--- src/rtl/uart_deserialize.sv ---
// uart_deserialize: oversampling UART receiver with level-held valid/ack byte output.
// Parity stage is present only when UART_PARITY_EN is defined (11-bit frame), else 10-bit frame.
module uart_deserialize #(
  parameter int CLKS_PER_BIT = 16
) (
  input  logic       clk,
  input  logic       rst,
  input  logic       uart_stream,
  input  logic       rx_ack,
  output logic [7:0] rx_data,
  output logic       rx_valid,
  output logic       frame_err,
  output logic       parity_err,
  output logic       overrun,
  output logic       busy
);
  localparam int W = $clog2(CLKS_PER_BIT);
  localparam logic [W-1:0] HALF = W'(CLKS_PER_BIT / 2 - 1);
  localparam logic [W-1:0] FULL = W'(CLKS_PER_BIT - 1);
  typedef enum logic [2:0] {IDLE, START, DATA, STOP, BREAK
`ifdef UART_PARITY_EN
    , PARITY
`endif
  } state_t;
  state_t state;
  logic [1:0] sync, rdy;
  logic [W-1:0] cnt;
  logic [2:0] idx;
  logic [7:0] sh;
  logic arm, commit, stop_ok;
`ifdef UART_PARITY_EN
  logic perr;
`endif
  logic s;
  assign s = sync[1];
  assign busy = state != IDLE;
  // arm stays low after reset until the settled line is seen high, so a frame cut by reset is not resynchronized on
  always_ff @(posedge clk or posedge rst) begin
    if (rst) begin
      state <= IDLE;
      sync <= 2'b11;
      rdy <= 2'b00;
      arm <= 1'b0;
      cnt <= '0;
      idx <= '0;
      sh <= '0;
      commit <= 1'b0;
      stop_ok <= 1'b1;
`ifdef UART_PARITY_EN
      perr <= 1'b0;
`endif
      rx_data <= '0;
      rx_valid <= 1'b0;
      frame_err <= 1'b0;
      parity_err <= 1'b0;
      overrun <= 1'b0;
    end else begin
      sync <= {sync[0], uart_stream};
      rdy <= {rdy[0], 1'b1};
      arm <= arm | (rdy[1] & s);
      cnt <= cnt + 1'b1;
      commit <= 1'b0;
      case (state)
        IDLE: if (arm && !s) begin
          cnt <= '0;
          state <= START;
        end
        START: if (cnt == HALF) begin
          cnt <= '0;
          idx <= '0;
          state <= s ? IDLE : DATA;
        end
        DATA: if (cnt == FULL) begin
          cnt <= '0;
          sh <= {s, sh[7:1]};
          idx <= idx + 1'b1;
`ifdef UART_PARITY_EN
          if (idx == 3'd7) state <= PARITY;
`else
          if (idx == 3'd7) state <= STOP;
`endif
        end
`ifdef UART_PARITY_EN
        PARITY: if (cnt == FULL) begin
          cnt <= '0;
          perr <= ^{sh, s};
          state <= STOP;
        end
`endif
        STOP: if (cnt == FULL) begin
          cnt <= '0;
          stop_ok <= s;
          commit <= 1'b1;
          state <= s ? IDLE : BREAK;
        end
        BREAK: if (s) state <= IDLE;
        default: state <= IDLE;
      endcase
      if (commit) begin
        rx_data <= sh;
        frame_err <= !stop_ok;
`ifdef UART_PARITY_EN
        parity_err <= perr;
`else
        parity_err <= 1'b0;
`endif
        rx_valid <= 1'b1;
        overrun <= (rx_valid && !rx_ack) ? 1'b1 : overrun & !rx_ack;
      end else if (rx_valid && rx_ack) begin
        rx_valid <= 1'b0;
        overrun <= 1'b0;
      end
    end
  end
endmodule

--- config.mk ---
export PLATFORM = sky130hd
export DESIGN_NAME = uart_deserialize
export DESIGN_NICKNAME = d
export VERILOG_FILES = /design/src/rtl/uart_deserialize.sv
export SDC_FILE = /design/constraint.sdc
export NUM_CORES = 1
export LEC_CHECK = 0
export BUFFER_PORTS_ARGS = -buffer_cell sky130_fd_sc_hd__clkbuf_2
export CAP_MARGIN = 20
export CORE_UTILIZATION = 45
export CTS_CLUSTER_SIZE = 16
export DETAILED_ROUTE_END_ITERATION = 8
export SYNTH_ARGS = -nofsm -noshare
export SYNTH_HDL_FRONTEND = slang
export SYNTH_SLANG_ARGS = --single-unit
export TNS_END_PERCENT = 50
--- constraint.sdc ---
create_clock -name clk -period 3.7 [get_ports clk]
set_input_delay 0.74 -clock clk [delete_from_list [all_inputs] [get_ports clk]]
set_output_delay 0.74 -clock clk [all_outputs]
set_load 0.01 [all_outputs]
==> metrics.md <==
| Metric | Value |
|---|---|
| Starting Density | `0.478` |
| Die ar. | `3530 um^2` |
| Area of the multi-input gates | `526 um^2` |
| Num ports | `17` |
| Post-synth EDFFs | `0` |
| TritonCTS Sinks | `36` |
| Worst VDD drop | `0.350 mV` |
| Die W | `59.4 um` |
| Largest net degree at the start of global routing | `27` |
| Reg-to-reg setup timing slack | `2.07 ns` |
| Post-route clock period utilization | `0.545` |
| # resized after CTS | `0` |
| Filler cells | `272` |
| Pwr Density | `609 nW/um^2` |
| Worst EP required | `2.96 ns` |
| Global-route wire length before repair | `3.74 mm` |
| Layout cells sized above 1 | `0.374` |
| Crit path max fanout | `10` |
| GRT Overall Usage | `0.152` |
| CTS H-Tree Depth | `2` |
| Syn Nets | `119` |
| Number of CTS-inserted buffers | `5` |
| Finished Cell Area | `1680 um^2` |
| Register bit total from synthesis | `36` |
| Ys Warns | `0` |
| Leak pwr | `0.843 nW` |
| Post-CTS Hold Fix Bufs | `0` |
| Initial antenna violation count | `0` |
| Reg2reg start | `cnt[0]$_DFF_PP0_` |
| Slew HR | `0.665` |
| Via density | `5.01` |
| Num rows | `20` |
| Setup Viol. Count Final | `0` |
| 1st-iter DRT viols | `26` |
| Clock buffer depth | `2` |
| Clk Latency, worst-skew pair | `0.34 ns` |
| Worst min path class | `in -> async` |
| Placed cell area | `1590 um^2` |
| # DRC | `0` |
| Fin Setup TNS | `0 ns` |
| Status | `finished clean` |
| Setup ws final | `1.68 ns` |
| Global route overflow | `0` |
| CTS root buf | `clkbuf_4` |
| CORE AREA | `3100 um^2` |
| Cell variety after synth | `37` |
| Post-CTS setup buffers | `0` |
| Antenna cells | `0` |
| Number of max-cap violations | `0` |
| I/O Buffers | `15` |
| CP endpoint kind | `primary output` |
| DP Worst Slack | `2.06 ns` |
| Avg Inst Size Synth | `13.2 um^2` |
| WP data arrival | `1.28 ns` |
| Tightest Pin Transition | `0.503 ns` |
| CP Launch Type | `register` |
| ANT nets after route | `0` |
| Detailed-route via count | `876` |
| Nets@finish | `137` |
| Routability Congestion | `0.860` |
| Ys flop type | `dfrtp_1` |
| RSZ-0062 raised after global routing | `false` |
| Die height | `59.4 um` |
| Syn Std Cell Area | `1480 um^2` |
| Final Hold Violating Endpoints | `0` |
| Post-synthesis cell count | `112` |
| Setup CP Type | `reg -> out` |
| Clk_skew | `0.00539 ns` |
| Post-DP HPWL | `1.55 mm` |
| Capture instance of the worst register-to-register path | `sh[5]$_DFFE_PP0P_` |
| Synth async-reset ratio | `1.00` |
| WL per Instance | `12.7 um` |
| CTS tree | `done` |
| Seq/Total Area, Yosys | `0.610` |
| Area growth from synthesis to layout | `13.3%` |
| Router iterations before antenna repair | `4` |
| FF/Latch Area | `905 um^2` |
| Slew Limit Fails | `0` |
| R2R depth | `4` |
| Final WL | `2.22 mm` |
| Final Critical Period | `2.02 ns` |
| Reg clk slew, reported paths | `0.11 ns` |
| Vias in the first global route | `847` |
| F_max | `496 MHz` |
==> power by group <==
| group | internal (mW) | switching, mW |
|---|---|---|
| sequential | 0.468 | 0.0602 |
| clock | 0.179 | 0.129 |
| combinational | 0.0973 | 0.0904 |
==> worst max-delay path by stage <==
stage,from,to
2_1_floorplan,rst,arm$_DFF_PP0_
3_3_place_gp,state[0]$_DFFE_PP0P_,busy
3_5_place_dp,state[0]$_DFFE_PP0P_,busy
4_1_cts,state[0]$_DFFE_PP0P_,busy
5_1_grt,state[0]$_DFFE_PP0P_,busy
6_report,state[0]$_DFFE_PP0P_,busy
==> cells by family (layout without fill, tap and decap cells) <==
| family | Yosys count | in the layout | synth area share |
|---|---|---|---|
| other | 2 | 2 | 0.00506 |
| DFF | 36 | 36 | 0.610 |
| buffers and inverters | 10 | 29 | 0.0362 |
| muxes | 18 | 18 | 0.136 |
| xor gates and xnor gates | 2 | 2 | 0.0118 |
| adders and majority gates | 3 | 3 | 0.0253 |
| and+or+nand+nor | 25 | 25 | 0.0944 |
| AOI/OAI and AO/OA | 16 | 16 | 0.0818 |
==> placed cells by master (no fill, tap or decap), drive strengths merged <==
| master | n |
|---|---|
| dfrtp | 33 |
| clkbuf | 22 |
| mux2 | 17 |
| nor2 | 8 |
| nand2 | 5 |
| inv | 5 |
| a21oi | 4 |
| o21ai | 3 |
| ha | 3 |
| dfstp | 3 |
| nand2b | 2 |
| a32o | 2 |
| nor2b | 2 |
| a21o | 2 |
| conb | 2 |
| nor3 | 2 |
| and3 | 1 |
| or3b | 1 |
| nand3b | 1 |
| a211o | 1 |
| and3b | 1 |
| o32ai | 1 |
| a21bo | 1 |
| o22ai | 1 |
| a221o | 1 |
| xnor2 | 1 |
| and4b | 1 |
| nand3 | 1 |
| xor2 | 1 |
| mux2i | 1 |
| bufinv | 1 |
| buf | 1 |
==> stage by stage <==
stage,std cells,utilization,total power [mW],hold slack [ns]
after global placement,167,0.511,0.717,0.336
after detailed placement,167,0.511,0.728,0.336
after global routing,175,0.542,1.09,0.367
after CTS,175,0.542,1.04,0.351
final,175,0.542,1.02,0.343
after floorplan,112,-,0.677,0.331
==> cells in the mapped netlist, types with 2 or more instances <==
cell type | count | area share
nand2b_1 | 2 | 0.0084
buf_4 | 2 | 0.010
a21o_1 | 2 | 0.010
nor2b_1 | 2 | 0.0084
mux2_2 | 17 | 0.13
nor2_1 | 7 | 0.018
nand2_1 | 4 | 0.010
a21oi_1 | 4 | 0.013
dfrtp_1 | 33 | 0.56
conb_1 | 2 | 0.0051
inv_1 | 4 | 0.010
ha_1 | 3 | 0.025
a32o_1 | 2 | 0.013
dfstp_2 | 3 | 0.053
o21ai_0 | 3 | 0.010
==> state kept, by name, indices dropped and copies added, names as in the netlist <==
name       cells
sh             8
cnt            4
idx            3
rx_data        8
sync           2
rdy            2
state          3
commit         1
rx_valid       1
stop_ok        1
overrun        1
arm            1
frame_err      1
==> cell type report <==
cell class              instances  area share
repair buffers                 16      0.0491
clock buffers                   7      0.0387
well taps                      44      0.0327
clock inverters                 1      0.0179
multi-input cells              66       0.313
inverters                       5      0.0112
flip-flops and latches         36       0.538
==> critical path, cell delays in order, from the launching register on <==
cell      delay, ns
dfrtp_1        0.49
nor3_2         0.26
inv_2          0.06
clkbuf_2       0.12
==> layer usage <==
layer	wire (um)	track usage	share of wire
met1	1010	0.185	0.45
met3	135	0.0721	0.061
met5	0	0	0
met2	1030	0.223	0.46
met4	48	0.0816	0.022
(Power assumes the default switching activity.)
